==> config.mk <==
export PLATFORM = sky130hd
export DESIGN_NAME = reg_write_demux
export DESIGN_NICKNAME = d
export VERILOG_FILES = /design/src/rtl/reg_write_demux.sv
export SDC_FILE = /design/constraint.sdc
export NUM_CORES = 1
export LEC_CHECK = 0
export ABC_AREA = 1
export BUFFER_PORTS_ARGS = -buffer_cell sky130_fd_sc_hd__buf_2
export CAP_MARGIN = 20
export CELL_PAD_IN_SITES_DETAIL_PLACEMENT = 1
export CELL_PAD_IN_SITES_GLOBAL_PLACEMENT = 2
export CORE_MARGIN = 4
export CORE_UTILIZATION = 37
export CTS_CLUSTER_SIZE = 20
export DETAILED_ROUTE_END_ITERATION = 10
export PLACE_DENSITY_LB_ADDON = 0.3
export SLEW_MARGIN = 5
export SYNTH_ARGS = -nofsm -noshare
export SYNTH_HDL_FRONTEND = slang
export SYNTH_SLANG_ARGS = --single-unit
==> constraint.sdc <==
create_clock -name clk -period 5 [get_ports clk]
set_input_delay 0.25 -clock clk [delete_from_list [all_inputs] [get_ports clk]]
set_output_delay 0.25 -clock clk [all_outputs]
set_load 0.01 [all_outputs]
==> src/rtl/reg_write_demux.sv <==
// Register-file write demux: buffers write-back requests in a small FIFO and issues
// one registered one-hot write per cycle. Optional bypass search when WR_BYPASS_EN is defined.
module reg_write_demux #(
  parameter int DATA_WIDTH = 64,
  parameter int ADDR_WIDTH = 5,
  parameter int DEPTH      = 2,
  parameter int ZERO_REG   = 31,
  localparam int NREG      = 2**ADDR_WIDTH,
  localparam int CW        = $clog2(DEPTH) + 1
) (
  input  logic                  clk,
  input  logic                  reset_n,
  input  logic                  wr_valid,
  output logic                  wr_ready,
  input  logic [ADDR_WIDTH-1:0] wr_addr,
  input  logic [DATA_WIDTH-1:0] wr_data,
  input  logic                  rf_stall,
  output logic [NREG-1:0]       rf_we,
  output logic [ADDR_WIDTH-1:0] rf_wr_addr,
  output logic [DATA_WIDTH-1:0] rf_wdata,
`ifdef WR_BYPASS_EN
  input  logic [ADDR_WIDTH-1:0] byp_addr,
  output logic                  byp_hit,
  output logic [DATA_WIDTH-1:0] byp_data,
`endif
  output logic [CW-1:0]         count
);

  localparam int PW = $clog2(DEPTH);

  typedef struct packed {
    logic [ADDR_WIDTH-1:0] addr;
    logic [DATA_WIDTH-1:0] data;
  } wr_req_t;

  wr_req_t       mem [DEPTH];
  logic [PW-1:0] wptr, rptr;
  logic          push, pop;
  wr_req_t       head;

  // Ready depends on occupancy only, so a full queue stays closed even on a pop cycle.
  assign wr_ready = (count < CW'(DEPTH));
  assign push     = wr_valid && wr_ready;
  assign pop      = (count != '0) && !rf_stall;
  assign head     = mem[rptr];

  always_ff @(posedge clk) begin
    if (push) mem[wptr] <= '{addr: wr_addr, data: wr_data};
  end

  always_ff @(posedge clk or negedge reset_n) begin
    if (!reset_n) begin
      wptr  <= '0;
      rptr  <= '0;
      count <= '0;
    end else begin
      if (push) wptr <= wptr + 1'b1;
      if (pop)  rptr <= rptr + 1'b1;
      case ({push, pop})
        2'b10:   count <= count + 1'b1;
        2'b01:   count <= count - 1'b1;
        default: count <= count;
      endcase
    end
  end

  always_ff @(posedge clk or negedge reset_n) begin
    if (!reset_n) begin
      rf_we      <= '0;
      rf_wr_addr <= '0;
      rf_wdata   <= '0;
    end else if (pop) begin
      rf_we      <= (head.addr == ADDR_WIDTH'(ZERO_REG)) ? '0 : (NREG'(1) << head.addr);
      rf_wr_addr <= head.addr;
      rf_wdata   <= head.data;
    end else begin
      rf_we      <= '0;
    end
  end

`ifdef WR_BYPASS_EN
  // Scan oldest to youngest so the tail-most match overrides everything older.
  always_comb begin
    logic [PW-1:0] idx;
    byp_hit  = 1'b0;
    byp_data = '0;
    idx      = '0;
    if (rf_we != '0 && rf_wr_addr == byp_addr) begin
      byp_hit  = 1'b1;
      byp_data = rf_wdata;
    end
    for (int i = 0; i < DEPTH; i++) begin
      idx = rptr + PW'(i);
      if (i < int'(count) && mem[idx].addr == byp_addr) begin
        byp_hit  = 1'b1;
        byp_data = mem[idx].data;
      end
    end
    if (byp_addr == ADDR_WIDTH'(ZERO_REG)) begin
      byp_hit  = 1'b0;
      byp_data = '0;
    end
  end
`endif

endmodule

==> flow_summary_export.csv, run 1 <==
group,metric,value,unit
run_status,status,"complete, no violations",
clock_tree,tritoncts_clock_tree,"done",
yosys,synth_cell_type_count,27,
yosys,ys_seq_area_frac,0.768,
grt,first_global_vias,6183,
floorplanning,start_util,0.376,
power_and_ir_drop,comb_power_share,0.276,
min_path,min_path_type,"input port to flip-flop",
yosys,synth_compound_area_frac,0.0936,
worst_setup_path,worst_setup_path_end_kind,"flip-flop",
grt,initial_antenna_violation_count,0,
worst_setup_path,ff2ff_setup_slack,2.47,ns
worst_setup_path,setup.worst_path.start_class,"flip-flop",
clock_tree,cts.path.max_buffers,3,
floorplanning,floorplan.die.height,162,um
sta,finalHoldWorstSlack,0.226,ns
sta,achievable-frequency,395,MHz
grt,pin_count_of_the_biggest_net_entering_global_routing,73,
floorplanning,i_o_pin_count,177,
detailed_routing,avgRoutedWirePerCell,17.0,um
sta,final_number_of_hold_violating_endpoints,0,
final_layout,final_net_count,966,
worst_setup_path,worstRegToRegCells,4,
yosys,synth_fa_ha_area_frac,0.00142,
yosys,syn_area,8820,um2
final_layout,syn_to_final_growth,30.0,%
clock_tree,cts_buffers,26,
clock_tree,clkSlewWorstSetupHoldPaths,0.06,ns
floorplanning,die-width,162,um
worst_setup_path,worst_path_largest_cell_delay,0.84,ns
sta,final.setup_skew,0.0120,ns
grt,groute.layer.met3.usage,0.0349,
sta,setup_tns,0,ns
worst_setup_path,timing_worst_setup_path_type,"flip-flop to flip-flop",
detailed_routing,viasPerCell,4.65,
power_and_ir_drop,internal-power,4.41,mW
detailed_routing,drc,0,
detailed_routing,detail_route.first_pass.iterations,4,
clock_tree,cts_sinks,243,
yosys,postSynthCellCount,641,
yosys,synth_top_cell_by_area,"edfxtp_1",
yosys,combinational_family_with_the_most_area_after_synthesis,"simple AND/OR/NAND/NOR gates",
worst_setup_path,critical_path.n_buffers_inverters,2,
detailed_routing,route.vias.total,5720,
power_and_ir_drop,share_seq_of_total_power,0.445,
worst_setup_path,critPathRequiredTime,5.14,ns
floorplanning,std_cell_rows,56,
worst_setup_path,timing.critical_path.cells,"inv_1, nand2_1, nor2_4, buf_4",
detailed_routing,wl,20900,um
sta,period_needed,2.53,ns
grt,grt.met1_usage,0.214,
yosys,synth.yosys.warnings,0,
worst_setup_path,worstSetupStartpoint,"count[1]",
yosys,yosys.area_share.xor_xnor,0.00397,
min_path,timing.hold.worst_endpoint,"wptr",
floorplanning,placeableCoreArea,23500,um2
worst_setup_path,critical_path.slowest_cell,"nor2_4",
yosys,mapped_avg_cell_area,13.8,um2
power_and_ir_drop,p_leak,4.64,nW
placed_design,post-place-cells,1113,
worst_setup_path,timing.critical_path.fanout_max,36,
power_and_ir_drop,pwr_density_cell,569,nW/um2
min_path,worstHoldStart,"wr_valid",
yosys,netlist_top_cells_area,"edfxtp_1 47%, dfrtp_1 30%, nor2_1 6.9%",
grt,global_route.overflow_total,0,
yosys,synth_largest_type_area_fraction,0.470,
power_and_ir_drop,ir_worst_vdd,0.298,mV
sta,final_min_period_over_clock_period,0.507,
detailed_routing,antenna_left,0,
job,max_cap_viol_count,0,
worst_setup_path,timing.critical_path.max_delay_family,"simple AND/OR/NAND/NOR gates",
power_and_ir_drop,netSwitchingFraction,0.324,
clock_tree,clock_tree.root_cell,"clkbuf_16",
placed_design,placement.io_buffers,176,
grt,gr-max-usage-layer,"met2",
sta,slew_viol_final,0,
clock_tree,htree_levels,1,
worst_setup_path,timing.critical_path.arrival,2.67,ns
yosys,synth_fp_nets,715,
worst_setup_path,crit-reg2reg-launch,"count[1]",
clock_tree,clk_latency,0.51,ns
grt,grt_util_met2,0.274,
worst_setup_path,critical_path.reg2reg.endpoint,"mem[1][31]",
placed_design,detailedPlacementHpwl,13100,um
sta,final_number_of_setup_violating_endpoints,0,
yosys,ys_seq_elements,243,
final_layout,ant_diodes,0,
sta,slew_headroom,0.309,
yosys,synthSimpleGateAreaFrac,0.103,
sta,rsz_0062_raised_after_global_routing,"false",
floorplanning,fp.dieArea,26400,um2
power_and_ir_drop,clock_power_share,0.280,
final_layout,final_layout_size_suffix_gt1_frac,0.264,
final_layout,layout.filler_cells,2453,
min_path,worstHoldPathCells,3,
yosys,post_synth_mux_area_share,0,
power_and_ir_drop,switching_power,2.11,mW
grt,globalRouteTotalUtil,0.161,
power_and_ir_drop,post-layout-total-power,6.53,mW
sta,worst_slew_pin_slew,1.03,ns
final_layout,final_cells,1231,
placed_design,gp_congestion,0.686,
grt,wire_length_of_the_first_global_routing_pass,33900,um
detailed_routing,detail_route.iter0.violations,202,
[through the flow]
step / util / cell area [um2] / setup slack, ns
6_report: 0.489 / 11500 / 2.47
5_1_grt: 0.489 / 11500 / 2.27
4_1_cts: 0.489 / 11500 / 2.41
3_5_place_dp: 0.424 / 9950 / 2.42
3_3_place_gp: 0.424 / 9950 / 2.49
2_1_floorplan: - / 8820 / 0.906
[worst register-to-register path, delay by kind of cell, from the launching register on]
family	cells	cell delay (ns)
and+or+nand+nor	2	1.04
buffers and inverters	2	0.72
DFF	1	0.40
[power groups by stage]
stage / combinational (mW) / sequential, mW / clock, mW
global route: 2.03 / 2.96 / 1.98
global placement: 1.74 / 2.92 / 0
finish: 1.80 / 2.90 / 1.83
CTS: 1.85 / 2.91 / 1.88
floorplan: 1.04 / 3.05 / 0
detailed placement: 1.80 / 2.94 / 0
[synthesized netlist by cell type (all sizes together)]
| cell type | n |
|---|---|
| edfxtp | 138 |
| ha | 1 |
| nand2 | 38 |
| xnor2 | 1 |
| or2 | 1 |
| xor2 | 3 |
| a21oi | 1 |
| clkbuf | 6 |
| buf | 23 |
| nand3 | 9 |
| inv | 13 |
| nand4 | 2 |
| o21a | 64 |
| o21ai | 68 |
| dfrtp | 105 |
| conb | 1 |
| nor2 | 167 |
[sequential cells by signal (all words and copies together), names as in the netlist]
signal      cells
rf_we          32
mem           138
count           2
wptr            1
rptr            1
rf_wdata       64
rf_wr_addr      5
[timing repair]
item                                   in CTS  in global routing
hold buffers                               70                  0
endpoints found under the hold margin     183                  0
setup buffers                               0                  0
gates resized for setup                     0                  0
[worst max-delay path by stage]
stage | to | cells after the start
4_1_cts | mem[1][5] | 4
3_5_place_dp | mem[1][2] | 4
2_1_floorplan | mem[0][0] | 3
5_1_grt | mem[1][30] | 4
6_report | mem[1][31] | 4
3_3_place_gp | mem[1][0] | 4
[area by class of cell]
class,instances,area [um2],area share
clock inverters,6,56.3,0.00491
well taps,319,399,0.0348
repair buffers,252,1630,0.142
multi-input cells,356,1800,0.157
inverters,13,51.3,0.00447
flip-flops and latches,243,6770,0.591
clock buffers,42,762,0.0664
[cells in the final DEF, fill, tap and decap left out, types with 3 or more instances in the layout]
cell           synthesis  routed
buf_2                  9     175
buf_4                  3       7
clkbuf_1               6      12
clkbuf_16              0      27
clkbuf_8               0       3
clkinv_2               0       4
dfrtp_1              105     104
dlygate4sd3_1          0      70
edfxtp_1             138     138
inv_1                  9       9
inv_2                  3       3
nand2_1               30      30
nand2_2                8       8
nand3_1                7       7
nor2_1               162     160
nor2_4                 3       5
o21a_1                64      64
o21ai_0               53      53
o21ai_1               15      15
xor2_1                 3       3
[layer usage]
layer	vias up	wire length (um)	share of wire
met3	25	1290	0.062
li1	2708	-	-
met1	2826	8890	0.43
met2	161	10500	0.50
met4	0	263	0.013
met5	-	0	0
[kinds of logic after synthesis]
group                    after synthesis
other                                  1
flip-flops                           243
AO/OA/AOI/OAI                        133
buffers and inverters                 42
adder cells (fa/ha/maj)                1
XOR/XNOR                               4
AND/OR/NAND/NOR                      217
No activity file was read; power rests on OpenSTA's default activity.
==> inputs of run 2 (changes only) <==
clock period = 2.5 ns   (was 5 ns; I/O delays follow)
==> run 2 against run 1 <==
  * Flip-flop and latch count stayed put
  * Critical path type unchanged
  * Sequential share of layout area down 0.45 points
  * Final cell count grew 0.32%
  * Critical endpoint is now rf_we[18]
  * Largest cell class unchanged
  * Fmax is 37% higher
  * Register-to-register slack worse by 1.8 ns
  * Critical path depth rose by 2
  * Clock skew is 0.0049 ns lower
  * Sequential power grew 99%
  * Power rose by 100%
  * Via count increased by 1.1%
  * Non-clock buffer count rose by 5
==> flow_summary_export.csv, run 2 (synthesis results as in run 1) <==
group,metric,value,unit
run_status,status,"complete, no violations",
sta,finalHoldWorstSlack,0.0704,ns
final_layout,area_of_the_multi_input_gates,1800,um2
clock_tree,htree_levels,1,
detailed_routing,drc,0,
sta,final.setup_skew,0.00712,ns
power_and_ir_drop,ir_worst_vdd,0.576,mV
floorplanning,fp.dieArea,26400,um2
final_layout,largest-register,"mem",
final_layout,final_net_count,971,
sta,final_number_of_setup_violating_endpoints,0,
worst_setup_path,timing_worst_setup_path_type,"flip-flop to flip-flop",
final_layout,stdcell_area,11600,um2
placed_design,post_dp_cell_area,10000,um2
placed_design,pre_cts_ws,0.604,ns
worst_setup_path,worst_path_largest_cell_delay,0.66,ns
detailed_routing,detail_route.first_pass.iterations,4,
worst_setup_path,setup.worst_path.start_class,"flip-flop",
power_and_ir_drop,share_seq_of_total_power,0.440,
final_layout,syn_to_final_growth,31.0,%
detailed_routing,avgRoutedWirePerCell,17.2,um
job,max_cap_viol_count,0,
power_and_ir_drop,pwr_density_cell,1140,nW/um2
grt,initial_antenna_violation_count,0,
detailed_routing,detail_route.iter0.violations,240,
clock_tree,tritoncts_clock_tree,"done",
detailed_routing,viasPerCell,4.68,
grt,wire_length_of_the_first_global_routing_pass,34400,um
final_layout,final_cells,1235,
floorplanning,die-width,162,um
worst_setup_path,worst_setup_path_end_kind,"flip-flop",
sta,period_needed,1.85,ns
sta,slew_viol_final,0,
placed_design,post-place-cells,1118,
clock_tree,postCtsSetupBuffers,0,
detailed_routing,wl,21300,um
clock_tree,cts_hold_repair.buffers,70,
power_and_ir_drop,switching_power,4.25,mW
grt,global_route.overflow_total,0,
final_layout,final_cell_mix,"175 x buf_2, 160 x nor2_1, 138 x edfxtp_1, 104 x dfrtp_1, 70 x dlygate4sd3_1",
floorplanning,placeableCoreArea,23500,um2
detailed_routing,route.vias.total,5781,
sta,slew_headroom,0.449,
clock_tree,clk_latency,0.51,ns
floorplanning,floorplan.die.height,162,um
clock_tree,clkSlewWorstSetupHoldPaths,0.06,ns
sta,final_min_period_over_clock_period,0.740,
clock_tree,cts.path.max_buffers,3,
final_layout,postLayoutCoreUtil,0.492,
worst_setup_path,critPathRequiredTime,2.90,ns
clock_tree,clock_tree.root_cell,"clkbuf_16",
final_layout,layout.cells.most_common,"buf_2",
sta,post-route-worst-setup-slack,0.651,ns
worst_setup_path,timing.critical_path.arrival,2.25,ns
detailed_routing,antenna_left,0,
placed_design,placement.io_buffers,176,
sta,rsz_0062_raised_after_global_routing,"false",
worst_setup_path,timing.critical_path.cells,"buf_4, nand2_1, nand2_2, inv_2, nand3_1, nor2_1",
clock_tree,cts_buffers,26,
clock_tree,cts_sinks,243,
power_and_ir_drop,netSwitchingFraction,0.323,
power_and_ir_drop,internal-power,8.89,mW
final_layout,biggestRegsByFlops,"mem (138), rf_wdata (64), rf_we (32)",
power_and_ir_drop,comb_power_share,0.280,
final_layout,layout.filler_cells,2447,
placed_design,gp_congestion,0.754,
final_layout,largest_register_ffs,138,
sta,setup_tns,0,ns
sta,worst_slew_pin_slew,0.827,ns
sta,final_number_of_hold_violating_endpoints,0,
grt,globalRouteTotalUtil,0.163,
grt,first_global_vias,6432,
final_layout,final_layout_size_suffix_gt1_frac,0.274,
worst_setup_path,critical_path.slowest_cell,"buf_4",
min_path,min_path_type,"input port to flip-flop",
clock_tree,post_cts_resized,0,
floorplanning,i_o_pin_count,177,
power_and_ir_drop,p_leak,4.69,nW
power_and_ir_drop,clock_power_share,0.281,
floorplanning,std_cell_rows,56,
sta,achievable-frequency,541,MHz
final_layout,ant_diodes,0,
placed_design,detailedPlacementHpwl,13400,um
grt,pin_count_of_the_biggest_net_entering_global_routing,77,
worst_setup_path,timing.critical_path.fanout_max,72,
final_layout,reg_area,6770,um2
floorplanning,start_util,0.376,
power_and_ir_drop,post-layout-total-power,13.1,mW
## run 2: cell count changes in the layout (fill, tap and decap cells not counted), sizes merged
cell	before	now
bufinv	1	0
clkbuf	42	39
clkinv	4	7
clkinvlp	0	1
buf	182	187
inv	14	13
## run 2: final cells by class
type	instances	share of cell area
repair buffers	257	0.146
well taps	319	0.0345
clock buffers	39	0.0694
clock inverters	8	0.00357
flip-flops and latches	243	0.586
inverters	13	0.00444
multi-input cells	356	0.155
## run 2: worst paths after layout
path | from | end | slack, ns | cells after the start
min in group asynchronous | reset_n | rf_wdata[18] | 0.08 | 2
max | rptr | rf_we[18] | 0.65 | 6
min reg2reg | rf_wr_addr[4] | rf_wr_addr[4] | 0.48 | 2
max in group asynchronous | reset_n | rf_wdata[2] | 1.68 | 3
min | rf_stall | rf_wdata[20] | 0.07 | 3
max reg2reg | rptr | rf_we[18] | 0.65 | 6
## run 2: power by group through the flow
stage	Sequential (mW)	Combinational, mW	Clock (mW)
2_1_floorplan	6.07	2.09	0
3_3_place_gp	5.82	3.55	0
3_5_place_dp	5.86	3.67	0
4_1_cts	5.80	3.79	3.79
5_1_grt	5.89	4.15	3.97
6_report	5.78	3.67	3.69
## run 2: worst max-delay path: cells and delay by family, from the launching register on
family	cells	cell delay, ns
buffers and inverters	2	0.79
DFF	1	0.38
and+or+nand+nor	4	0.56
## run 2: per-layer routing
| metal | vias up | global-route usage | share of wire |
|---|---|---|---|
| met1 | 2888 | 0.194 | 0.40 |
| met2 | 136 | 0.300 | 0.53 |
| met4 | 0 | 0.0454 | 0.024 |
| met5 | - | 0 | 0 |
| met3 | 42 | 0.0314 | 0.049 |
| li1 | 2715 | - | - |
